[config.mk]
export PLATFORM = sky130hd
export DESIGN_NAME = syndrome_ctrl
export DESIGN_NICKNAME = d
export VERILOG_FILES = /design/src/rtl/syndrome_ctrl_pkg.sv /design/src/rtl/syn_regfile.sv /design/src/rtl/syndrome_ctrl.sv
export SDC_FILE = /design/constraint.sdc
export NUM_CORES = 1
export LEC_CHECK = 0
export BUFFER_PORTS_ARGS = -buffer_cell sky130_fd_sc_hd__buf_2
export CAP_MARGIN = 10
export CORE_AREA = 2 2 145 147
export CTS_CLUSTER_DIAMETER = 40
export DETAILED_ROUTE_END_ITERATION = 12
export DIE_AREA = 0 0 147 149
export PLACE_DENSITY = 0.68
export SLEW_MARGIN = 25
export SYNTH_ARGS = -nofsm -noshare
export SYNTH_HDL_FRONTEND = slang
export SYNTH_SLANG_ARGS = --single-unit
[constraint.sdc]
create_clock -name clk -period 8.9 [get_ports clk]
set_clock_uncertainty 0.2 [all_clocks]
set_input_delay 1.78 -clock clk [delete_from_list [all_inputs] [get_ports clk]]
set_output_delay 1.78 -clock clk [all_outputs]
set_load 0.005 [all_outputs]
[src/rtl/syndrome_ctrl_pkg.sv]
// Shared types and constants for the syndrome sequencer: FSM state encoding
// and the per-syndrome cycle budget (engine restart plus E+1 cycles of settling).
package syndrome_ctrl_pkg;

   typedef enum logic [1:0] {
      IDLE = 2'd0,
      KICK = 2'd1,
      RUN  = 2'd2,
      DONE = 2'd3
   } state_t;

   localparam int DEF_ECC_BITS = 171;

   // One KICK cycle plus E+1 RUN cycles (counter values 0..E)
   localparam int SYN_CYCLES = DEF_ECC_BITS + 2;

   function automatic int syn_cycles(input int ecc_bits);
      return ecc_bits + 2;
   endfunction

endpackage

[src/rtl/syn_regfile.sv]
// Syndrome result store: N slots of M bits, one write port, whole array
// visible on a packed read-out bus (slot j at bits [j*M +: M]).
module syn_regfile #(
   parameter int PARAM_M           = 4,
   parameter int PARAM_NUM_SYN     = 4,
   parameter int PARAM_LOG_NUM_SYN = 2
) (
   input  logic                               clk,
   input  logic                               rst,
   input  logic                               we,
   input  logic [PARAM_LOG_NUM_SYN-1:0]       widx,
   input  logic [PARAM_M-1:0]                 wdata,
   output logic [PARAM_NUM_SYN*PARAM_M-1:0]   rdata
);

   logic [PARAM_M-1:0] mem [PARAM_NUM_SYN];

   // NOTE: this storage is reset on purpose -- the array is tiny and reset must
   // wipe any partial result so an aborted run never shows stale syndromes.
   always_ff @(posedge clk or posedge rst) begin
      if (rst) begin
         for (int i = 0; i < PARAM_NUM_SYN; i++) begin
            mem[i] <= '0;
         end
      end else if (we) begin
         mem[widx] <= wdata;
      end
   end

   for (genvar g = 0; g < PARAM_NUM_SYN; g++) begin : g_rd
      assign rdata[g*PARAM_M +: PARAM_M] = mem[g];
   end

endmodule

[src/rtl/syndrome_ctrl.sv]
// Sequencer around an external syndrome engine: restarts the engine once per
// syndrome index, waits for it to settle and collects the N results.
module syndrome_ctrl
   import syndrome_ctrl_pkg::*;
#(
   parameter int PARAM_M            = 4,
   parameter int PARAM_ECC_BITS     = DEF_ECC_BITS,
   parameter int PARAM_LOG_ECC_BITS = 8,
   parameter int PARAM_NUM_SYN      = 4,
   parameter int PARAM_LOG_NUM_SYN  = 2
) (
   input  logic                                   clk,
   input  logic                                   rst,
   input  logic                                   start,
   input  logic [PARAM_ECC_BITS-1:0]              in_cw,
   output logic                                   busy,
   output logic                                   out_valid,
   input  logic                                   out_ready,
   output logic [PARAM_NUM_SYN*PARAM_M-1:0]       out_syn,
   output logic                                   eng_rst,
   output logic [PARAM_LOG_NUM_SYN-1:0]           eng_sel,
   output logic [PARAM_ECC_BITS-1:0]              eng_cw,
   input  logic [PARAM_M-1:0]                     eng_syn
);

   localparam int CYC_PER_SYN = syn_cycles(PARAM_ECC_BITS);

   localparam logic [PARAM_LOG_ECC_BITS-1:0] CNT_LAST =
      PARAM_LOG_ECC_BITS'(CYC_PER_SYN - 2);
   localparam logic [PARAM_LOG_NUM_SYN-1:0]  IDX_LAST =
      PARAM_LOG_NUM_SYN'(PARAM_NUM_SYN - 1);

   state_t                          state;
   state_t                          state_nxt;
   logic [PARAM_LOG_NUM_SYN-1:0]    idx;
   logic [PARAM_LOG_ECC_BITS-1:0]   cnt;
   logic [PARAM_ECC_BITS-1:0]       cw_q;
   logic                            cnt_last;
   logic                            idx_last;
   logic                            slot_we;

   assign cnt_last = (cnt == CNT_LAST);
   assign idx_last = (idx == IDX_LAST);

   // NOTE: state registers use non-blocking assignments so every flop samples
   // the pre-edge values regardless of statement order.
   always_ff @(posedge clk or posedge rst) begin
      if (rst) begin
         state <= IDLE;
         idx   <= '0;
         cnt   <= '0;
         cw_q  <= '0;
      end else begin
         state <= state_nxt;
         unique case (state)
            IDLE: begin
               if (start) begin
                  cw_q <= in_cw;
                  idx  <= '0;
               end
            end
            KICK: cnt <= '0;
            RUN: begin
               // Counter parks at E; the slot write and index step share this edge
               if (!cnt_last) begin
                  cnt <= cnt + PARAM_LOG_ECC_BITS'(1);
               end else if (!idx_last) begin
                  idx <= idx + PARAM_LOG_NUM_SYN'(1);
               end
            end
            DONE: ;
            default: ;
         endcase
      end
   end

   // NOTE: every always_comb output gets a default first so no path can
   // leave it unassigned and infer a latch.
   always_comb begin
      state_nxt = state;
      slot_we   = 1'b0;
      unique case (state)
         IDLE: if (start) state_nxt = KICK;
         KICK: state_nxt = RUN;
         RUN: begin
            if (cnt_last) begin
               slot_we   = 1'b1;
               state_nxt = idx_last ? DONE : KICK;
            end
         end
         DONE: if (out_ready) state_nxt = IDLE;
         default: state_nxt = IDLE;
      endcase
   end

   assign busy      = (state != IDLE);
   assign out_valid = (state == DONE);
   assign eng_rst   = rst | (state == KICK);
   assign eng_sel   = idx;
   assign eng_cw    = cw_q;

   syn_regfile #(
      .PARAM_M           (PARAM_M),
      .PARAM_NUM_SYN     (PARAM_NUM_SYN),
      .PARAM_LOG_NUM_SYN (PARAM_LOG_NUM_SYN)
   ) u_regfile (
      .clk   (clk),
      .rst   (rst),
      .we    (slot_we),
      .widx  (idx),
      .wdata (eng_syn),
      .rdata (out_syn)
   );

endmodule

==> metrics.csv, run 1 <==
metric,value,unit
Tmin final,4.53,ns
Finished Core Util,50.8,%
routed wire length per instance,16.6,µm
Setup TNS,0,ns
switching power,457,µW
PD cells,180,mW/mm²
Via Count,5356,
clock network fraction of total power,41.2,%
hold crit path type,reg -> reg,
Sequential Power Share,51.1,%
leakage,5.55,nW
Startpoint Class,input port,
Syn Std Cell Area,0.00773,mm²
Crit Path Max Fanout,73,
clk root buf,clkbuf_16,
Pint,1.43,mW
count of cell types in the netlist,36,
total power,1.88,mW
synth top area cells,"dfrtp_1 (64%), mux2_2 (25%), mux2_1 (2.6%)",
vias in the first global route,5426,
CP startpoint,rst,
start of the worst register-to-register path,state[1],
DP Worst Slack,4.33,ns
DR DRC count,0,
Clock Latency Late Sink,0.42,ns
Pre-antenna DRT Iters,4,
Setup WS post-layout,4.37,ns
post-CTS resize count,0,
post-route cell area,0.0104,mm²
routed vias/inst,4.69,
Syn. warnings,0,
Die H,149,µm
Total Routing Usage GR,17.0,%
IO Port Bufs,370,
"EDFF count, synth",0,
hold path start,u_regfile.rdata[7],
Setup Viol. Count Final,0,
fmax,0.221,GHz
Placeable Area,0.0206,mm²
status,"finished, final reports clean",
cell count after synthesis,482,
initial antenna violation count,1,
Slew headroom,34.9,%
GRT overflow,0,
clock sinks,199,
hpwl dp,13900,µm
worst endpoint data arrival time,2.55,ns
antenna-violating nets left,0,
"Cell Area, Placed",0.00985,mm²
Final Max Tran Viols,0,
hold_buf cts,0,
share of layout cells above drive strength 1,67.5,%
"wirelength, routed",18900,µm
RSZ-0062 raised after global routing,false,
I/O pin total,371,
Slew @ Worst Pin,0.977,ns
Post-synth top cells,"dfrtp_1 (199), mux2_2 (171), buf_2 (20)",
post-CTS setup buffers,0,
Crit path required time,6.92,ns
Yosys reg bits,199,
CTS tree,built,
Synth top area share,64.4,%
Max Cap Violations,0,
combinational cell fraction of total power,7.7,%
most frequent cell after synthesis,dfrtp_1,
sequential share of the synthesized area,64.4,%
GPL Wtd Cong,0.773,
WS Path Type,in -> out,
area grow syn2layout,35.2,%
largest net degree at the start of global routing,84,
first-pass GRT wire length,29200,µm
syn nets,666,
sw frac,24.2,%
crit share post-route,50.9,%
Final Hold Vio Count,0,
die area,0.0219,mm²
Setup crit end kind,output port,
cts bufs inserted,17,
Initial Util,37.6,%
ys flop type,dfrtp_1,
Max clock buf depth,2,
largest area contributor in the netlist,dfrtp_1,
final net count,1036,
FP Rows,53,
syn avg cell area,16.0,µm²
fraction of registers with async set/reset,100,%
"Clk pin slew, worst setup/hold paths",0.08,ns
die width,147,µm
DRT iter0 DRCs,140,
maximum vdd drop,0.125,mV
H-tree depth,4,
-- cell type report --
| class | count | area [µm²] |
|---|---|---|
| timing repair buffer | 375 | 1890 |
| fill | 1845 | 10100 |
| multi-input combinational | 254 | 2610 |
| clock buffer | 18 | 429 |
| inverter | 5 | 26.3 |
| tap | 275 | 344 |
| clock inverter | 14 | 158 |
| sequential | 199 | 4980 |
| antenna | 1 | 2.50 |
-- worst max-delay path, stage by stage --
cell and delay, ns:
buf_2 0.13, inv_8 0.34, nand2_1 0.09, buf_2 0.15
-- stage by stage --
step | cells | hold WS (ns)
floorplan | 482 | 0.263
global placement | 1108 | 0.264
detailed placement | 1108 | 0.272
CTS | 1140 | 0.291
global route | 1141 | 0.298
finish | 1141 | 0.286
-- routing by layer --
layer	wire length (µm)	share of wire (%)	GRT usage [%]	vias up
li1	-	-	-	2466
met1	7490	40	20.5	2665
met2	9590	51	28.5	202
met3	1450	7.7	6.09	23
met4	361	1.9	5.96	0
met5	0	0	0	-
-- flip-flops by register name, indices dropped and copies added (netlist names) --
| name | flops |
|---|---|
| eng_cw | 171 |
| u_regfile.rdata | 16 |
| cnt | 8 |
| eng_sel | 2 |
| state | 2 |
-- layout by cell type (no fill, tap or decap), types with 4 or more instances in the layout --
master / n
buf_2: 370
mux2_1: 18
dfrtp_1: 199
inv_1: 4
clkbuf_16: 17
ha_1: 5
nand3_1: 6
inv_6: 5
o211ai_1: 6
inv_8: 4
buf_4: 4
nand2_1: 6
mux2_2: 171
nand2b_1: 4
-- worst paths after layout --
path,end,slack (ns),cells past startpoint
max,eng_rst,4.37,4
min,u_regfile.rdata[7],0.29,1
max reg2reg,eng_cw[74],6.32,4
min reg2reg,u_regfile.rdata[7],0.29,1
max in group asynchronous,eng_cw[91],5.32,4
min in group asynchronous,eng_cw[168],1.19,2
-- cell families (layout without fill, tap and decap cells) --
logic type | count (synthesis) | count (layout) | share of synthesized area, %
compound gates | 20 | 20 | 1.73
fa+ha+maj | 5 | 5 | 0.810
buf+inv | 29 | 412 | 1.83
flops | 199 | 199 | 64.4
mux | 191 | 191 | 27.8
other cells | 0 | 1 | 0
simple gates | 38 | 38 | 3.38
-- power by group through the flow --
stage	Combinational, mW	Sequential, mW	Clock [mW]
floorplan	0.0482	0.985	0
global placement	0.146	0.979	0
detailed placement	0.149	0.981	0
CTS	0.149	0.963	0.798
global route	0.161	0.968	0.839
finish	0.145	0.963	0.777
Power figures use the tool's default switching activity.
==> run 2, diff against run 1 <==
--- a/config.mk
+++ b/config.mk
@@ -7,11 +7,11 @@
 export LEC_CHECK = 0
 export BUFFER_PORTS_ARGS = -buffer_cell sky130_fd_sc_hd__buf_2
 export CAP_MARGIN = 10
-export CORE_AREA = 2 2 145 147
+export CORE_AREA = 2 2 143 145
 export CTS_CLUSTER_DIAMETER = 40
 export DETAILED_ROUTE_END_ITERATION = 12
-export DIE_AREA = 0 0 147 149
-export PLACE_DENSITY = 0.68
+export DIE_AREA = 0 0 145 147
+export PLACE_DENSITY = 0.72
 export SLEW_MARGIN = 25
 export SYNTH_ARGS = -nofsm -noshare
 export SYNTH_HDL_FRONTEND = slang
==> constraint.sdc (replaced) <==
create_clock -name clk -period 3.9 [get_ports clk]
set_clock_uncertainty 0.2 [all_clocks]
set_input_delay 0.78 -clock clk [delete_from_list [all_inputs] [get_ports clk]]
set_output_delay 0.78 -clock clk [all_outputs]
set_load 0.005 [all_outputs]
==> run 2 against run 1 <==
Sequential share of layout area hardly changed. Sequential cell count did not move. Global-route usage shrank 0.37 points. Largest cell class unchanged.
==> metrics.csv, run 2 (synthesis results as in run 1) <==
metric,value,unit,change
status,"finished, final reports clean",,
GRT overflow,0,,unchanged
FP Rows,52,,-1.9%
Setup crit end kind,output port,,
Die H,147,µm,-1.3%
DP Worst Slack,1.37,ns,-2.96 ns
first-pass GRT wire length,28600,µm,-2.1%
GPL Wtd Cong,0.757,,-2.1%
Initial Util,38.9,%,+1.4 points
Final Max Tran Viols,0,,unchanged
CTS tree,built,,
PD cells,409,mW/mm²,+130%
hold crit path type,in -> async,,
worst endpoint data arrival time,1.62,ns,-0.93 ns
Pre-antenna DRT Iters,4,,unchanged
vias in the first global route,5541,,+2.1%
largest net degree at the start of global routing,115,,+37%
max FFs per register,171,,unchanged
Setup TNS,0,ns,unchanged
RSZ-0062 raised after global routing,false,,
share of layout cells above drive strength 1,67.4,%,-0.11 points
DRT iter0 DRCs,149,,+6.4%
H-tree depth,4,,unchanged
die area,0.0213,mm²,-2.7%
Slowest cell on crit path,dfrtp_1,,
IO Port Bufs,370,,unchanged
area of the multi-input gates,0.00261,mm²,unchanged
hold_ws,0.158,ns,-0.128 ns
Startpoint Class,flop,,
Max stage delay on crit path,0.71,ns,+0.37 ns
placed insts,1102,,-0.54%
Final Hold Vio Count,0,,unchanged
I/O pin total,371,,unchanged
Slew headroom,41.5,%,+6.7 points
clock sinks,199,,unchanged
fillcell total,1725,,-6.5%
Setup Viol. Count Final,0,,unchanged
WS Path Type,reg -> out,,
post-CTS resize count,0,,unchanged
total power,4.27,mW,+130%
critical path cell sequence,nand2b_1 -> nand2_1 -> buf_2,,
fmax,0.385,GHz,
cts bufs inserted,17,,unchanged
maximum vdd drop,0.269,mV,+120%
DR DRC count,0,,unchanged
Setup WS post-layout,1.30,ns,-3.07 ns
leakage,5.53,nW,-0.23%
post-route cell area,0.0104,mm²,about the same
Via Count,5252,,-1.9%
routed vias/inst,4.64,,-1.2%
diodes inserted,0,,-1
post-CTS setup buffers,0,,unchanged
Finished Core Util,52.6,%,+1.8 points
routed wire length per instance,15.6,µm,-5.7%
die width,145,µm,-1.4%
crit share post-route,66.6,%,
Tmin final,2.60,ns,
Max Cap Violations,0,,unchanged
final net count,1035,,-0.097%
area grow syn2layout,35.2,%,about the same
Total Routing Usage GR,16.7,%,-0.37 points
Max clock buf depth,2,,unchanged
Clock Latency Late Sink,0.41,ns,about the same
post-route insts no fill,1132,,-0.79%
initial antenna violation count,0,,-1
WP buf/inv,1,,-2
Crit path required time,2.92,ns,-4.00 ns
Crit Path Max Fanout,20,,-73%
Register Area,0.00498,mm²,unchanged
"most common cell after layout, fill and taps aside",buf_2,,
Slew @ Worst Pin,0.877,ns,-0.0998 ns
hold_buf cts,0,,unchanged
Placeable Area,0.0198,mm²,-3.5%
antenna-violating nets left,0,,unchanged
clk root buf,clkbuf_16,,
"Cell Area, Placed",0.00987,mm²,+0.20%
hpwl dp,13000,µm,-6.6%
most frequent cells in the layout,"buf_2 (370), dfrtp_1 (199), mux2_2 (171)",,
top cell family by delay on the critical path,flip-flops,,
"wirelength, routed",17700,µm,-6.5%
"Clk pin slew, worst setup/hold paths",0.07,ns,about the same
run 2: cell count changes in the layout (fill, tap and decap cells not counted):
cell        previous run  this run
clkinv_2               2         1
buf_4                  4         1
inv_8                  4         2
clkinvlp_4             1         3
bufinv_16              1         2
buf_12                 0         3
inv_6                  5         2
buf_6                  1         0
clkinv_4               0         3
diode_2                1         0
clkinv_8               2         0
run 2: report_power, final:
part / internal [mW] / switching, mW
combinational: 0.190 / 0.139
clock: 0.955 / 0.788
sequential: 2.15 / 0.0442
run 2: metal layers:
layer	wire length, µm	track usage, %
met1	7160	20.3
met4	425	6.68
met2	8800	27.5
met3	1290	5.53
met5	0	0
run 2: cell type report:
cell class                      instances  area share [%]
Clock inverter                         12            1.40
Timing Repair Buffer                  374            18.4
Tap cell                              270            3.23
Clock buffer                           18            4.11
Sequential cell                       199            47.7
Multi-Input combinational cell        254            25.0
Inverter                                5           0.216
run 2: final timing paths:
path / to / depth (start not counted) / start / slack [ns]
max: eng_rst / 3 / state[1] / 1.30
min: eng_cw[121] / 2 / rst / 0.16
max reg2reg: eng_cw[67] / 3 / state[1] / 1.64
min reg2reg: u_regfile.rdata[4] / 1 / u_regfile.rdata[4] / 0.29
max in group asynchronous: eng_cw[138] / 3 / rst / 2.15
min in group clk: u_regfile.rdata[4] / 1 / u_regfile.rdata[4] / 0.29
